**config.mk**
```make
export PLATFORM = sky130hd
export DESIGN_NAME = serial_add_ctrl
export DESIGN_NICKNAME = d
export VERILOG_FILES = /design/src/rtl/serial_add_pkg.sv /design/src/rtl/half_adder.sv /design/src/rtl/serial_add_slice.sv /design/src/rtl/serial_add_ctrl.sv
export SDC_FILE = /design/constraint.sdc
export NUM_CORES = 1
export LEC_CHECK = 0
export ABC_CLOCK_PERIOD_IN_PS = 2029
export BUFFER_PORTS_ARGS = -buffer_cell sky130_fd_sc_hd__clkbuf_2
export CORE_MARGIN = 3
export CORE_UTILIZATION = 25
export DETAILED_ROUTE_END_ITERATION = 16
export SETUP_SLACK_MARGIN = 0.05
export SLEW_MARGIN = 20
export SYNTH_ARGS = -nofsm -noshare
export SYNTH_HDL_FRONTEND = slang
export SYNTH_SLANG_ARGS = --single-unit
```
**constraint.sdc**
```tcl
create_clock -name clk_i -period 2.03 [get_ports clk_i]
set_input_delay 0.203 -clock clk_i [delete_from_list [all_inputs] [get_ports clk_i]]
set_output_delay 0.203 -clock clk_i [all_outputs]
set_load 0.02 [all_outputs]
```
**src/rtl/serial_add_pkg.sv**
```systemverilog
// serial_add_pkg: shared FSM state type and default operand width for the serial adder
package serial_add_pkg;
   typedef enum logic [1:0] {IDLE, SHIFT, DONE} state_t;
   localparam int SA_WIDTH_DEF = 8;
endpackage

```
**src/rtl/half_adder.sv**
```systemverilog
// half_adder: one-bit half adder (sum = a ^ b, carry = a & b)
module half_adder (
   input  logic a_i,
   input  logic b_i,
   output logic s_o,
   output logic c_o
);
   assign s_o = a_i ^ b_i;
   assign c_o = a_i & b_i;
endmodule

```
**src/rtl/serial_add_slice.sv**
```systemverilog
// serial_add_slice: combinational one-bit full-add slice from two half adders and an OR
module serial_add_slice (
   input  logic a_i,
   input  logic b_i,
   input  logic c_i,
   output logic s_o,
   output logic c_o
);
   logic s1, c1, c2;
   half_adder u_ha0 (.a_i(a_i), .b_i(b_i), .s_o(s1), .c_o(c1));
   half_adder u_ha1 (.a_i(s1), .b_i(c_i), .s_o(s_o), .c_o(c2));
   assign c_o = c1 | c2;
endmodule

```
**src/rtl/serial_add_ctrl.sv**
```systemverilog
// serial_add_ctrl: bit-serial WIDTH-bit adder, LSB first, start/ready/done handshake; OVF port with SERIAL_ADD_OVF_EN
module serial_add_ctrl
   import serial_add_pkg::*;
#(
   parameter int WIDTH = SA_WIDTH_DEF
) (
   input  logic             clk_i,
   input  logic             rst_i,
   input  logic             start_i,
   input  logic [WIDTH-1:0] a_i,
   input  logic [WIDTH-1:0] b_i,
   output logic             ready_o,
   output logic             busy_o,
   output logic             done_o,
   output logic [WIDTH-1:0] sum_o,
   output logic             cout_o
`ifdef SERIAL_ADD_OVF_EN
   ,
   output logic             ovf_o
`endif
);
   localparam int CW = $clog2(WIDTH);
   state_t           state_q;
   logic [WIDTH-1:0] a_q, b_q, sum_q;
   logic [CW-1:0]    cnt_q;
   logic             carry_q, cout_q, ready_q, busy_q, done_q;
   logic             sum_d, carry_d, last;
   assign last = cnt_q == CW'(WIDTH - 1);
   serial_add_slice u_slice (
      .a_i(a_q[0]), .b_i(b_q[0]), .c_i(carry_q), .s_o(sum_d), .c_o(carry_d)
   );
   // FSM, operand/sum shift registers, counter and carry flop with registered handshake outputs
   always_ff @(posedge clk_i or posedge rst_i) begin
      if (rst_i) begin
         state_q <= IDLE;
         a_q     <= '0;
         b_q     <= '0;
         sum_q   <= '0;
         cnt_q   <= '0;
         carry_q <= 1'b0;
         cout_q  <= 1'b0;
         ready_q <= 1'b1;
         busy_q  <= 1'b0;
         done_q  <= 1'b0;
      end else begin
         unique case (state_q)
            IDLE: if (start_i) begin
               state_q <= SHIFT;
               a_q     <= a_i;
               b_q     <= b_i;
               sum_q   <= '0;
               cnt_q   <= '0;
               carry_q <= 1'b0;
               ready_q <= 1'b0;
               busy_q  <= 1'b1;
            end
            SHIFT: begin
               sum_q   <= {sum_d, sum_q[WIDTH-1:1]};
               carry_q <= carry_d;
               a_q     <= a_q >> 1;
               b_q     <= b_q >> 1;
               cnt_q   <= last ? '0 : cnt_q + 1'b1;
               if (last) begin
                  state_q <= DONE;
                  cout_q  <= carry_d;
                  busy_q  <= 1'b0;
                  done_q  <= 1'b1;
               end
            end
            default: begin
               state_q <= IDLE;
               done_q  <= 1'b0;
               ready_q <= 1'b1;
            end
         endcase
      end
   end
   assign ready_o = ready_q;
   assign busy_o  = busy_q;
   assign done_o  = done_q;
   assign sum_o   = sum_q;
   assign cout_o  = cout_q;
`ifdef SERIAL_ADD_OVF_EN
   logic ovf_q;
   // signed overflow = carry into MSB xor carry out of MSB, taken on the final bit
   always_ff @(posedge clk_i or posedge rst_i) begin
      if (rst_i) ovf_q <= 1'b0;
      else if (state_q == IDLE && start_i) ovf_q <= 1'b0;
      else if (state_q == SHIFT && last) ovf_q <= carry_q ^ carry_d;
   end
   assign ovf_o = ovf_q;
`endif
endmodule

```
==> impl_metrics.toml <==
[run_status]
violations = "hold timing"
status = "finished with violations"

[worst_setup_path]
cp-start-kind = "flip-flop"
critPathRequiredTime_ns = 2.20
r2r.worst_path.cells = 2
cp_data_arrival_time_ns = 1.56
worstPathCellList = "nand2b_2, o221a_1"
cp_max_fo = 13
reg2reg_from = "state_q[1]"
critical_path.top_delay_family = "flip-flops"
cp_slowest_cell = "dfrtp_1"
end_kind = "flip-flop"
worst-setup-path-type = "flip-flop to flip-flop"
r2r_end = "b_q[3]"
rrSetupSlack_ns = 0.64
slowest_delay_ns = 0.57
cp.buffers_inverters = 0
worst-path-stages = 2

[logic_synthesis]
synth_edf_count = 0
ys_top_cells_by_count = "33 x dfrtp_1, 11 x inv_1, 9 x a22o_1"
syn_area_um2 = 1620
synth.top_cell.area_share = 0.511
synthArstFlopShare = 1.00
synth_nets = 153
synth.distinct_cells = 32
ys_warn_count = 0
ys.flop_type = "dfrtp_1"
synth-seq-cells = 34
netlist.top_cell.by_area = "dfrtp_1"
synth.avg_cell_area_um2 = 12.4
synth.yosys.seq_area_share = 0.527
netlist_top_cells_area = "dfrtp_1 51%, o221a_1 5.6%, a22o_1 4.9%"
synth_cells = 130
post-synth-top-count-cell = "dfrtp_1"

[global_route]
grt_pass1_vias = 1111
grt_max_degree = 35
track_usage = 0.0945
overflow = 0
grt_pass1_wl_mm = 5.46
antenna_found_initial = 0

[cts]
post_cts_buffers = 0
h-tree-depth = 2
cts_resized = 0
numClockSinks = 34
cts_hold_buf = 0
cts_root_buffer = "clkbuf_8"
cts_tree = "yes"
clk_latency_ns = 0.29
cts_buffer_depth = 2
clk_pin_slew_ns = 0.07
numCtsBuffers = 5

[timing]
hold_viol = 33
post-route-min-period_ns = 1.39
period_share = 0.684
fin_ws_ns = 0.641
worstMarginPinSlew_ns = 0.533
slew_violations = 0
setup_viol = 0
fmax_mhz = 720
worst_hold_slack_ns = -0.0205
rsz0062_at_grt = "no"
skew_ns = 0.00462
slew_headroom = 0.645
tns_ns = 0

[placement]
port_buffers = 30
place_congestion = 0.717
dp.cells = 229
dpl.hpwl_mm = 2.28
post-place-ws_ns = 0.648

[floorplan]
die_h_um = 86.4
pin_count = 31
dieArea_um2 = 7460
fp.coreArea_um2 = 6100
num_rows = 28
fp.dieW_um = 86.4
start_util = 0.265

[pwr]
sw_frac_of_total = 0.381
vdd_drop_max_v = 0.000693
power_density_nw_per_um2 = 1520
p_leak_nw = 0.879
p_sw_mw = 1.08
seqPwrFrac = 0.424
power.share.clock = 0.181
pwr-share-comb = 0.395
total_power_mw = 2.85
internal_power_mw = 1.76

[flow_run]
maxCapViolCount = 0

[finish]
drive_above_1_share = 0.309
final.fill_count = 635
diodes = 0
fin_cells = 237
final_nets = 184
synthToLayoutAreaGrowth_pct = 16.1

[routing]
viasPerCell = 4.58
drc = 0
wl_per_cell_um = 13.5
drt-initial-drc-count = 82
drtPass1Iterations = 4
drt-total-wl_mm = 3.19
vias = 1086
drtAntennaViolNets = 0

[min_path]
hp-class = "input pin to async pin"
[through the flow]
step	hold WS (ns)	instance area, um2	util
4_1_cts	0.00157	1880	0.308
3_3_place_gp	0.313	1780	0.293
3_5_place_dp	0.308	1780	0.293
5_1_grt	0.0295	1880	0.308
2_1_floorplan	0.339	1620	-
6_report	-0.0205	1880	0.308
[layout make-up]
| cell class | instances | area [um2] | share of cell area |
|---|---|---|---|
| Clock buffer | 7 | 86.3 | 0.0460 |
| Clock inverter | 1 | 5.00 | 0.00267 |
| Multi-Input combinational cell | 75 | 618 | 0.330 |
| Inverter | 12 | 47.5 | 0.0254 |
| Timing Repair Buffer | 33 | 173 | 0.0921 |
| Tap cell | 75 | 93.8 | 0.0500 |
| Sequential cell | 34 | 852 | 0.454 |
[power by group through the flow]
stage	registers [mW]	logic [mW]	clock network (mW)
after floorplan	1.28	0.860	0
after global placement	1.22	1.11	0
after detailed placement	1.22	1.15	0
after CTS	1.21	1.15	0.526
after global routing	1.25	1.28	0.567
final	1.21	1.12	0.515
[worst reg2reg max path: cells and delay by family, from the launching register on]
kind	cells	cell delay, ns
flops	1	0.57
compound gates	1	0.29
simple gates	1	0.41
[worst max path at each step]
| stage | start | end | slack, ns |
|---|---|---|---|
| after floorplan | state_q[1] | sum_o[0] | 0.82 |
| after global placement | state_q[1] | b_q[3] | 0.68 |
| after detailed placement | state_q[1] | a_q[6] | 0.65 |
| after CTS | state_q[1] | b_q[3] | 0.64 |
| after global routing | state_q[1] | b_q[2] | 0.55 |
| final | state_q[1] | b_q[3] | 0.64 |
[registers in the layout (all words and copies together) (netlist names)]
register and count:
ready_o 1, b_q 8, state_q 2, a_q 8, cout_o 1, sum_o 8
carry_q 1, done_o 1, busy_o 1, cnt_q 3
[placed cells by master (no fill, tap or decap), types with 5 or more instances in the layout]
master	count
a22o_1	9
a32oi_1	6
clkbuf_2	30
clkbuf_8	6
dfrtp_1	33
inv_1	11
nand2_1	5
nand3b_1	8
nor2_1	7
o21a_1	6
o221a_1	8
[metal layers]
metal	global-route usage	part of all wire	vias to the layer above	wire length, um
li1	-	-	528	-
met1	0.129	0.48	520	1540
met2	0.135	0.44	31	1400
met3	0.0295	0.059	7	188
met4	0.0467	0.020	0	64
met5	0	0	-	0
[kinds of logic (layout without fill, tap and decap cells)]
group,after synthesis,after routing,synth area share
buffers and inverters,21,53,0.0898
and+or+nand+nor,28,28,0.121
AOI/OAI and AO/OA,43,43,0.226
DFF,34,34,0.527
adders and majority gates,4,4,0.0356
Power figures use the tool's default switching activity.
